`src/rtl/ps2_keyboard.sv`:
```
// PS/2 keyboard receiver: pin sync, clock deglitch,
// 11-bit frame deframing and E0/F0 prefix folding.
module ps2_keyboard #(
  parameter int FILTER  = 8,
  parameter int TIMEOUT = 5000
) (
  input  logic       clock,
  input  logic       reset_n,
  input  logic       ps2_clk,
  input  logic       ps2_data,
  output logic       kdone,
  output logic [7:0] kdata,
  output logic       kext,
  output logic       krel,
  output logic       kerr
);

  localparam int TW = $clog2(TIMEOUT + 1);

  localparam logic [1:0] IDLE   = 2'd0;
  localparam logic [1:0] DATA   = 2'd1;
  localparam logic [1:0] PARITY = 2'd2;
  localparam logic [1:0] STOP   = 2'd3;

  logic [1:0]    csync;
  logic [1:0]    dsync;
  logic          fclk;
  logic          fclk_d;
  logic [7:0]    fcnt;
  logic          fall;
  logic          din;
  logic [1:0]    state;
  logic [2:0]    cnt;
  logic [7:0]    sh;
  logic          par;
  logic          ext_pend;
  logic          rel_pend;
  logic [TW-1:0] tcnt;

  // two-flop synchronisers for both pins, idle high
  always_ff @(posedge clock or negedge reset_n) begin
    if (!reset_n) begin
      csync <= 2'b11;
      dsync <= 2'b11;
    end else begin
      csync <= {csync[0], ps2_clk};
      dsync <= {dsync[0], ps2_data};
    end
  end

  // filtered clock follows only a level held FILTER cycles
  always_ff @(posedge clock or negedge reset_n) begin
    if (!reset_n) begin
      fclk   <= 1'b1;
      fclk_d <= 1'b1;
      fcnt   <= 8'd0;
    end else begin
      fclk_d <= fclk;
      if (csync[1] != fclk) begin
        if (fcnt == 8'(FILTER - 1)) begin
          fclk <= csync[1];
          fcnt <= 8'd0;
        end else begin
          fcnt <= fcnt + 8'd1;
        end
      end else begin
        fcnt <= 8'd0;
      end
    end
  end

  assign fall = fclk_d & ~fclk;
  assign din  = dsync[1];

  // frame FSM, watchdog, prefix folding and output strobes
  always_ff @(posedge clock or negedge reset_n) begin
    if (!reset_n) begin
      state    <= IDLE;
      cnt      <= 3'd0;
      sh       <= 8'd0;
      par      <= 1'b0;
      ext_pend <= 1'b0;
      rel_pend <= 1'b0;
      tcnt     <= '0;
      kdone    <= 1'b0;
      kerr     <= 1'b0;
      kdata    <= 8'd0;
      kext     <= 1'b0;
      krel     <= 1'b0;
    end else begin
      kdone <= 1'b0;
      kerr  <= 1'b0;
      if (state == IDLE) begin
        tcnt <= '0;
        if (fall && !din) begin
          state <= DATA;
          cnt   <= 3'd0;
        end
      end else if (fall) begin
        tcnt <= '0;
        unique case (state)
          DATA: begin
            sh[cnt] <= din;
            cnt     <= cnt + 3'd1;
            if (cnt == 3'd7) state <= PARITY;
          end
          PARITY: begin
            par   <= din;
            state <= STOP;
          end
          STOP: begin
            state <= IDLE;
            if (din && (^{sh, par})) begin
              if (sh == 8'hE0) begin
                ext_pend <= 1'b1;
              end else if (sh == 8'hF0) begin
                rel_pend <= 1'b1;
              end else begin
                kdata    <= sh;
                kext     <= ext_pend;
                krel     <= rel_pend;
                kdone    <= 1'b1;
                ext_pend <= 1'b0;
                rel_pend <= 1'b0;
              end
            end else begin
              kerr     <= 1'b1;
              ext_pend <= 1'b0;
              rel_pend <= 1'b0;
            end
          end
          default: ;
        endcase
      end else if (tcnt == TW'(TIMEOUT - 1)) begin
        state    <= IDLE;
        tcnt     <= '0;
        kerr     <= 1'b1;
        ext_pend <= 1'b0;
        rel_pend <= 1'b0;
      end else begin
        tcnt <= tcnt + TW'(1);
      end
    end
  end

endmodule

```
`config.mk`:
```
export PLATFORM = sky130hd
export DESIGN_NAME = ps2_keyboard
export DESIGN_NICKNAME = d
export VERILOG_FILES = /design/src/rtl/ps2_keyboard.sv
export SDC_FILE = /design/constraint.sdc
export NUM_CORES = 1
export LEC_CHECK = 0
export CAP_MARGIN = 20
export CELL_PAD_IN_SITES_DETAIL_PLACEMENT = 0
export CELL_PAD_IN_SITES_GLOBAL_PLACEMENT = 1
export CORE_ASPECT_RATIO = 0.8
export CORE_MARGIN = 2
export CORE_UTILIZATION = 48
export CTS_CLUSTER_SIZE = 16
export DETAILED_ROUTE_END_ITERATION = 8
export GPL_ROUTABILITY_DRIVEN = 0
export PLACE_DENSITY_LB_ADDON = 0.3
export SLEW_MARGIN = 25
export SYNTH_ARGS = -nofsm -noshare
export SYNTH_HDL_FRONTEND = slang
export SYNTH_SLANG_ARGS = --single-unit
```
`constraint.sdc`:
```
create_clock -name clock -period 2.6 [get_ports clock]
set_input_delay 0.26 -clock clock [delete_from_list [all_inputs] [get_ports clock]]
set_output_delay 0.26 -clock clock [all_outputs]
set_load 0.005 [all_outputs]
```
---- After elaboration in Yosys (flattened, before gate mapping) ----
Index checks and enable logic that the tools add are counted.
word-level totals
  bits in registers ....................... 55
  input port bits ......................... 4
cells by class
  $add $sub $neg .......................... 3
  order comparisons ....................... 2
  mux-type cells .......................... 40
  eq/ne operators ......................... 15
  bitwise gates (word level) .............. 5
  reductions and logical operators ........ 18
operators with widths
  operator                                                                  count
  13-bit two-way mux                                                        3
  1-bit two-way mux                                                         23
  8-bit == test (second input constant)                                     2
  8-bit two-way mux                                                         2
  13-bit by 1-bit adder with 13-bit output (second input constant)          1
  13-bit == test (second input constant)                                    1
  3-bit two-way mux                                                         4
  4-bit AND reduction                                                       3
  2-bit two-way mux                                                         5
  3-bit AND reduction                                                       3
  9-bit parity                                                              1
  8-bit by 1-bit adder with 8-bit output (second input constant)            1
  8-bit bitwise mux                                                         1
  8-bit by 3-bit == test with 1-bit output (second input constant)          1
  4-bit inequality test (second input constant)                             2
  2-bit one-hot mux with 3 select lines                                     1
  6-bit AND reduction                                                       1
  2-bit nonzero test                                                        3
  5-bit by 1-bit inequality test with 1-bit output (second input constant)  1
  2-bit == test (second input constant)                                     2
  3-bit by 4-bit < comparator with 1-bit output (second input constant)     1
  2-bit by 1-bit inequality test with 1-bit output (second input constant)  2
  1-bit NOT                                                                 4
  3-bit by 1-bit adder with 3-bit output (second input constant)            1
  12 further kinds                                                          14

---- Logic depth before layout (Yosys ltp) ----
Gate-level depths: netlist (run 1).
  word-level depth ........................ 7
  mapped depth ............................ 6
  mapped depth without buffers ............ 6

---- Worst setup path after synthesis (run 1) ----
Ideal clock, no wire load.
  kind .................................... reg2reg
  start ................................... register sh[2]
  end ..................................... register kdata[0]
  path buffers ............................ 1
  library setup time ...................... 125 ps
  data arrival time ....................... 1725 ps
  setup slack ............................. 750 ps
  cell stages (with the launch flop) ...... 7
  cells stage by stage .................... dfrtp_1 -> xor2_1 -> xnor3_1 -> xnor2_2 -> nand4_2 -> buf_6 -> mux2_4
on the way
  longest elaborated chain between the ends .. 3
  elaborated cells between the ends (all ways) .. 7
  those cells by class .................... 2 x eq/ne; 2 x bitwise; 3 x reduce/logical
RTL lines
  item                                                             RTL line  text
  start: declaration                                               34        logic [7:0] sh;
  start signal: indexed assignment                                 103       sh[cnt] <= din;
  8-bit == test, or another cell as far along                      116       end else if (sh == 8'hF0) begin
  1-bit NOT (no line) / 1-bit logical AND (equally long branches)  n/a
  6-bit AND reduction (no line) (*)                                n/a
  end signal: assignment                                           119       kdata <= sh;
  end: declaration                                                 12        output logic [7:0] kdata,
Mark *: on every way between the ends. The rest lies on a longest branch, timed or not.
A chain may end at the register's enable or synchronous reset.

---- Worst setup path in the final report (run 1) ----
  start ................................... register sh[6]
  end ..................................... register kext
on the way
  longest elaborated chain between the ends .. 3
  elaborated cells between the ends (all ways) .. 7
  those cells by class .................... 2 x eq/ne; 2 x bitwise; 3 x reduce/logical
RTL lines
  item                                                             RTL line  text
  8-bit == test, or another cell as far along                      116
  1-bit NOT (no line) / 1-bit logical AND (equally long branches)  n/a
  6-bit AND reduction (no line) (*)                                n/a
  end signal: assignment                                           120       kext <= ext_pend;
  end: declaration                                                 13        output logic kext,
Marked as above.

==> flow_summary.json, run 1 <==
{
  "critPathLaunch": "sh[6]$_DFFE_PN0P_",
  "grt_usage_pct": 16.71,
  "drt_iter0_markers": 75,
  "min_period_over_period_pct": 87.82,
  "required_ps": 2790,
  "synthTopCellsByArea": "dfrtp_1 49%, dfstp_2 6.3%, mux2_4 5.4%",
  "antenna_cells": 0,
  "critPathCaptureType": "flip-flop",
  "path_clk_slew_ps": 90,
  "clockRootBuffer": "clkbuf_8",
  "cts_tree": "yes",
  "synthFlopType": "dfrtp_1",
  "vdd_ir_drop_max_mv": 0.3633,
  "power.density_mw_per_mm2": 599.3,
  "syn_nets": 212,
  "antenna_left": 0,
  "grt_max_degree": 56,
  "avgRoutedWirePerCell_um": 15.14,
  "finClkSkew_ps": 3.104,
  "die_w_um": 84.89,
  "insertion_delay_ps": 300,
  "cp.arrival_ps": 2480,
  "hold_viol": 0,
  "maxCapViolCount": 0,
  "first_pass_iters": 4,
  "synth_edf_count": 0,
  "yosysSeqAreaShare_pct": 55.08,
  "yosysWarnings": 0,
  "syn_area_per_cell_um2": 12.32,
  "coreArea_mm2": 0.005036,
  "htree_levels": 2,
  "drv_slew": 0,
  "holdWs_ps": 71.55,
  "drive_above_1_share_pct": 17.49,
  "start_util_pct": 49.89,
  "syn_to_final_growth_pct": 12.05,
  "nets": 230,
  "cts_hold_buf": 0,
  "tightest_slew_ps": 667.3,
  "avgViaCountPerCell": 5.425,
  "grt_pass1_wl_um": 7472,
  "grt.overflow.total": 0,
  "synth_cells": 204,
  "syn-cell-area_mm2": 0.002512,
  "drc_errors": 0,
  "reg2reg_from": "sh[6]$_DFFE_PN0P_",
  "io_buffer_count": 15,
  "synth_top_cell_area_share_pct": 48.80,
  "die-area_mm2": 0.005832,
  "synthArstFlopShare_pct": 100.0,
  "antenna_found_initial": 0,
  "period_minus_slack_ps": 2283,
  "routed_wl_um": 4316,
  "synth.largest_area_cell": "dfrtp_1",
  "synth_seq_cells": 55,
  "final_common_cell": "dfrtp_1",
  "cts.sinks": 55,
  "cts_buffers": 5,
  "vias": 1546,
  "cp_max_fo": 11,
  "rsz0062_at_grt": "false",
  "status": "finished clean",
  "min_path_type": "input pin to async pin",
  "cts.repair.resized": 0,
  "cts.path.max_buffers": 2,
  "cp-start-kind": "flip-flop",
  "num_rows": 23,
  "fillers": 416,
  "ios": 16,
  "layout_common_cells": "49 x dfrtp_1, 23 x nor2_1, 14 x clkdlybuf4s50_1",
  "timing.fmax_ghz": 0.4380,
  "grt_pass1_vias": 1506,
  "cts_setup_buffers": 0,
  "finalSetupViolCount": 0,
  "p_leak_uw": 0.001335,
  "die_h_um": 68.71,
  "place_hpwl_um": 3052,
  "crit_type": "flip-flop to flip-flop",
  "relSlewSlack_pct": 55.51,
  "synth_cell_type_count": 47,
  "fin_tns_setup_ps": 0
}
-- critical path: stages (launching register included) --
cell     delay [ps]
dfrtp_1         440
xnor2_1         250
xnor3_1         400
xnor2_2         180
nand4_2         440
mux2_4          450
-- sequential cells by signal, indices dropped and copies added (netlist names), 2 cells and up --
register / cells
csync: 2
dsync: 2
fcnt: 8
kdata: 8
state: 2
tcnt: 13
cnt: 3
sh: 8
-- final cells by class --
cell class / instances / area (µm²) / share of cell area, %
sequential: 55 / 1384 / 49.16
multi-input combinational: 140 / 1086 / 38.58
timing repair buffer: 16 / 152.6 / 5.422
clock buffer: 8 / 100.1 / 3.556
tap: 62 / 77.57 / 2.756
inverter: 4 / 15.01 / 0.5333
-- path summary, 6_finish.rpt --
kind	endpoint	slack (ps)	cells past startpoint
hold / removal	kdata[5]$_DFFE_PN0P_	70	2
setup reg to reg	kext$_DFFE_PN0P_	320	5
min in group clock	dsync[0]$_DFF_PN1_	360	1
hold reg to reg	dsync[1]$_DFF_PN1_	360	0
setup / recovery	kext$_DFFE_PN0P_	320	5
max in group asynchronous	state[1]$_DFFE_PN0P_	2090	2
-- Yosys cell counts, types with 6 or more instances --
cell type	instances
mux2_4	9
nor2_1	23
and3_1	6
nand2_1	8
dfrtp_1	49
xnor2_1	10
dfstp_2	6
xor2_1	13
mux2_2	11
nand3_1	8
-- metal layers --
metal  GRT usage [%]  part of all wire (%)  wire, µm  up-vias
met5               0                     0         0        -
li1                -                     -         -      750
met3           4.405                   3.2       136        6
met4           6.349                   1.4        61        0
met1           24.15                    52      2255      770
met2           24.31                    43      1862       20
-- stage by stage --
step / cell area, µm² / std cells / total power (µW) / utilization [%] / setup WS, ps
6_report: 2815 / 285 / 1687 / 55.90 / 316.7
5_1_grt: 2815 / 285 / 1786 / 55.90 / 206.8
4_1_cts: 2815 / 285 / 1715 / 55.90 / 320.0
3_5_place_dp: 2715 / 277 / 1199 / 53.91 / 329.5
3_3_place_gp: 2715 / 277 / 1186 / 53.91 / 462.0
2_1_floorplan: 2512 / 204 / 1137 / - / 750.0
-- power breakdown --
group          total, µW  leakage [µW]  internal, µW  switching [µW]
registers            973      0.000745           917            55.2
clock network        508     0.0000515           244             264
logic                207      0.000539          84.2             122
total               1690       0.00133          1250             442
-- cell families (layout without fill, tap and decap cells) --
| kind of cell | Yosys count | after routing | share of synthesized area (%) |
|---|---|---|---|
| flip-flops | 55 | 55 | 55.08 |
| AO/OA/AOI/OAI | 15 | 15 | 4.432 |
| XOR/XNOR | 25 | 25 | 9.562 |
| AND/OR/NAND/NOR | 75 | 75 | 16.53 |
| multiplexers | 21 | 21 | 10.71 |
| buffers and inverters | 9 | 28 | 1.693 |
| adder cells (fa/ha/maj) | 4 | 4 | 1.992 |
(Power assumes the default switching activity.)
==> run 2, diff against run 1 <==
--- a/config.mk
+++ b/config.mk
@@ -5,12 +5,12 @@
 export SDC_FILE = /design/constraint.sdc
 export NUM_CORES = 1
 export LEC_CHECK = 0
-export CAP_MARGIN = 20
-export CELL_PAD_IN_SITES_DETAIL_PLACEMENT = 0
-export CELL_PAD_IN_SITES_GLOBAL_PLACEMENT = 1
+export CAP_MARGIN = 10
+export CELL_PAD_IN_SITES_DETAIL_PLACEMENT = 1
+export CELL_PAD_IN_SITES_GLOBAL_PLACEMENT = 2
 export CORE_ASPECT_RATIO = 0.8
 export CORE_MARGIN = 2
-export CORE_UTILIZATION = 48
+export CORE_UTILIZATION = 40
 export CTS_CLUSTER_SIZE = 16
 export DETAILED_ROUTE_END_ITERATION = 8
 export GPL_ROUTABILITY_DRIVEN = 0
==> flow_summary.json, run 2 (synthesis results as in run 1) <==
{
  "period_minus_slack_ps": 2273,
  "critPathBufInv": 0,
  "cp-start-kind": "flip-flop",
  "intPower_uw": 1314,
  "avgRoutedWirePerCell_um": 15.83,
  "htree_levels": 2,
  "cp.arrival_ps": 2480,
  "path_clk_slew_ps": 100,
  "first_pass_iters": 4,
  "vdd_ir_drop_max_mv": 0.2582,
  "crit_type": "flip-flop to flip-flop",
  "cts_hold_buf": 0,
  "fin_tns_setup_ps": 0,
  "cp_max_fo": 11,
  "cp_cell_sequence": "xor2_1 > xnor3_1 > xnor2_2 > nand4_2 > mux2_4",
  "dp.cells": 296,
  "clockRootBuffer": "clkbuf_8",
  "p_leak_uw": 0.001344,
  "drt_iter0_markers": 65,
  "sw_frac_of_total_pct": 25.92,
  "layout_common_cells": "49 x dfrtp_1, 23 x nor2_1, 14 x clkdlybuf4s50_1",
  "fillers": 647,
  "status": "finished clean",
  "num_rows": 25,
  "min_path_type": "input pin to async pin",
  "io_buffer_count": 15,
  "insertion_delay_ps": 310,
  "routed_wl_um": 4812,
  "drc_errors": 0,
  "die_w_um": 92.61,
  "largest-register": "tcnt",
  "power.density_mw_per_mm2": 621.2,
  "die-area_mm2": 0.006935,
  "antenna_cells": 0,
  "syn_to_final_growth_pct": 13.70,
  "rsz0062_at_grt": "false",
  "largest_reg_flops": 13,
  "maxCapViolCount": 0,
  "grt_pass1_wl_um": 8342,
  "antenna_found_initial": 0,
  "grt.overflow.total": 0,
  "cts.path.max_buffers": 2,
  "tightest_slew_ps": 692.0,
  "grt_max_degree": 56,
  "final_cells": 304,
  "die_h_um": 74.89,
  "multiInputGateArea_mm2": 0.001086,
  "finClkSkew_ps": 11.04,
  "ff_latch_area_mm2": 0.001384,
  "ios": 16,
  "p_comb_share_pct": 11.9,
  "place_hpwl_um": 3459,
  "timing.fmax_ghz": 0.4399,
  "start_util_pct": 42.05,
  "crit_slowest_cell": "xnor3_1",
  "cts_buffers": 5,
  "final_common_cell": "dfrtp_1",
  "cts.sinks": 55,
  "clkPwrFrac_pct": 32.9,
  "switchingPower_uw": 460.0,
  "cts_tree": "yes",
  "cts.repair.resized": 0,
  "hold_viol": 0,
  "cts_setup_buffers": 0,
  "placed_area_mm2": 0.002739,
  "grt_usage_pct": 15.69,
  "drive_above_1_share_pct": 17.94,
  "grt_pass1_vias": 1707,
  "drv_slew": 0,
  "coreArea_mm2": 0.005974,
  "critPathCaptureType": "flip-flop",
  "critical_path.top_delay_family": "XOR/XNOR gates",
  "power.total_uw": 1774,
  "relSlewSlack_pct": 53.87,
  "antenna_left": 0,
  "required_ps": 2800,
  "min_period_over_period_pct": 87.43,
  "vias": 1565,
  "seqPwrFrac_pct": 55.1,
  "finalSetupViolCount": 0,
  "nets": 230,
  "avgViaCountPerCell": 5.148,
  "final_area_mm2": 0.002856,
  "slowest_delay_ps": 480
}
-- run 2: changes by cell type in the layout (fill, tap and decap cells not counted) --
cell	before	now
bufinv_16	0	1
clkbuf_1	1	0
clkbuf_8	7	6
clkinv_2	0	1
-- run 2: layer usage --
metal	vias up	GRT usage (%)	wire, µm
met5	-	0	0
met4	0	5.473	53
met3	5	3.303	131
met2	16	25.87	2283
met1	800	21.01	2343
li1	744	-	-
-- run 2: worst paths after layout --
path	from	endpoint	slack, ps	cells past startpoint
worst max-delay path	sh[2]$_DFFE_PN0P_	kdata[3]$_DFFE_PN0P_	330	5
worst min-delay path	reset_n	sh[0]$_DFFE_PN0P_	70	2
worst max register to register	sh[2]$_DFFE_PN0P_	kdata[3]$_DFFE_PN0P_	330	5
worst min register to register	dsync[0]$_DFF_PN1_	dsync[1]$_DFF_PN1_	370	0
max in group asynchronous	reset_n	tcnt[3]$_DFF_PN0_	2070	2
min in group clock	ps2_clk	csync[0]$_DFF_PN1_	360	1
-- run 2: power by group through the flow --
| stage | Sequential, µW | Combinational, µW | Clock [µW] |
|---|---|---|---|
| 3_5_place_dp | 995 | 217 | 0 |
| 4_1_cts | 979 | 220 | 604 |
| 5_1_grt | 990 | 243 | 635 |
| 6_report | 978 | 212 | 585 |
| 2_1_floorplan | 967 | 170 | 0 |
| 3_3_place_gp | 987 | 203 | 0 |
-- run 2: worst reg2reg max path, delay by kind of cell, from the launching register on --
kind,cells,cell delay (ps)
xor+xnor,3,850
mux,1,450
simple gates,1,440
flops,1,430
-- run 2: area by class of cell --
type                            instances  area share [%]
Clock inverter                          2           1.226
Timing Repair Buffer                   16           5.344
Clock buffer                            6           2.891
Tap cell                               81           3.548
Multi-Input combinational cell        140           38.02
Inverter                                4          0.5256
Sequential cell                        55           48.45
-- run 2: through the flow --
step           worst slack (ps)  util [%]  hold WS [ps]
2_1_floorplan             750.0         -        -35.59
3_3_place_gp              436.3     45.84         347.5
3_5_place_dp              288.8     45.84         356.4
4_1_cts                   283.7     47.81         95.58
5_1_grt                   210.3     47.81         129.0
6_report                  326.7     47.81         73.33
==> run 3, diff against run 2 <==
--- a/config.mk
+++ b/config.mk
@@ -5,7 +5,6 @@
 export SDC_FILE = /design/constraint.sdc
 export NUM_CORES = 1
 export LEC_CHECK = 0
-export CAP_MARGIN = 10
 export CELL_PAD_IN_SITES_DETAIL_PLACEMENT = 1
 export CELL_PAD_IN_SITES_GLOBAL_PLACEMENT = 2
 export CORE_ASPECT_RATIO = 0.8
==> results of run 3 <==
Final layout, timing and power as in run 2 (identical DEF).
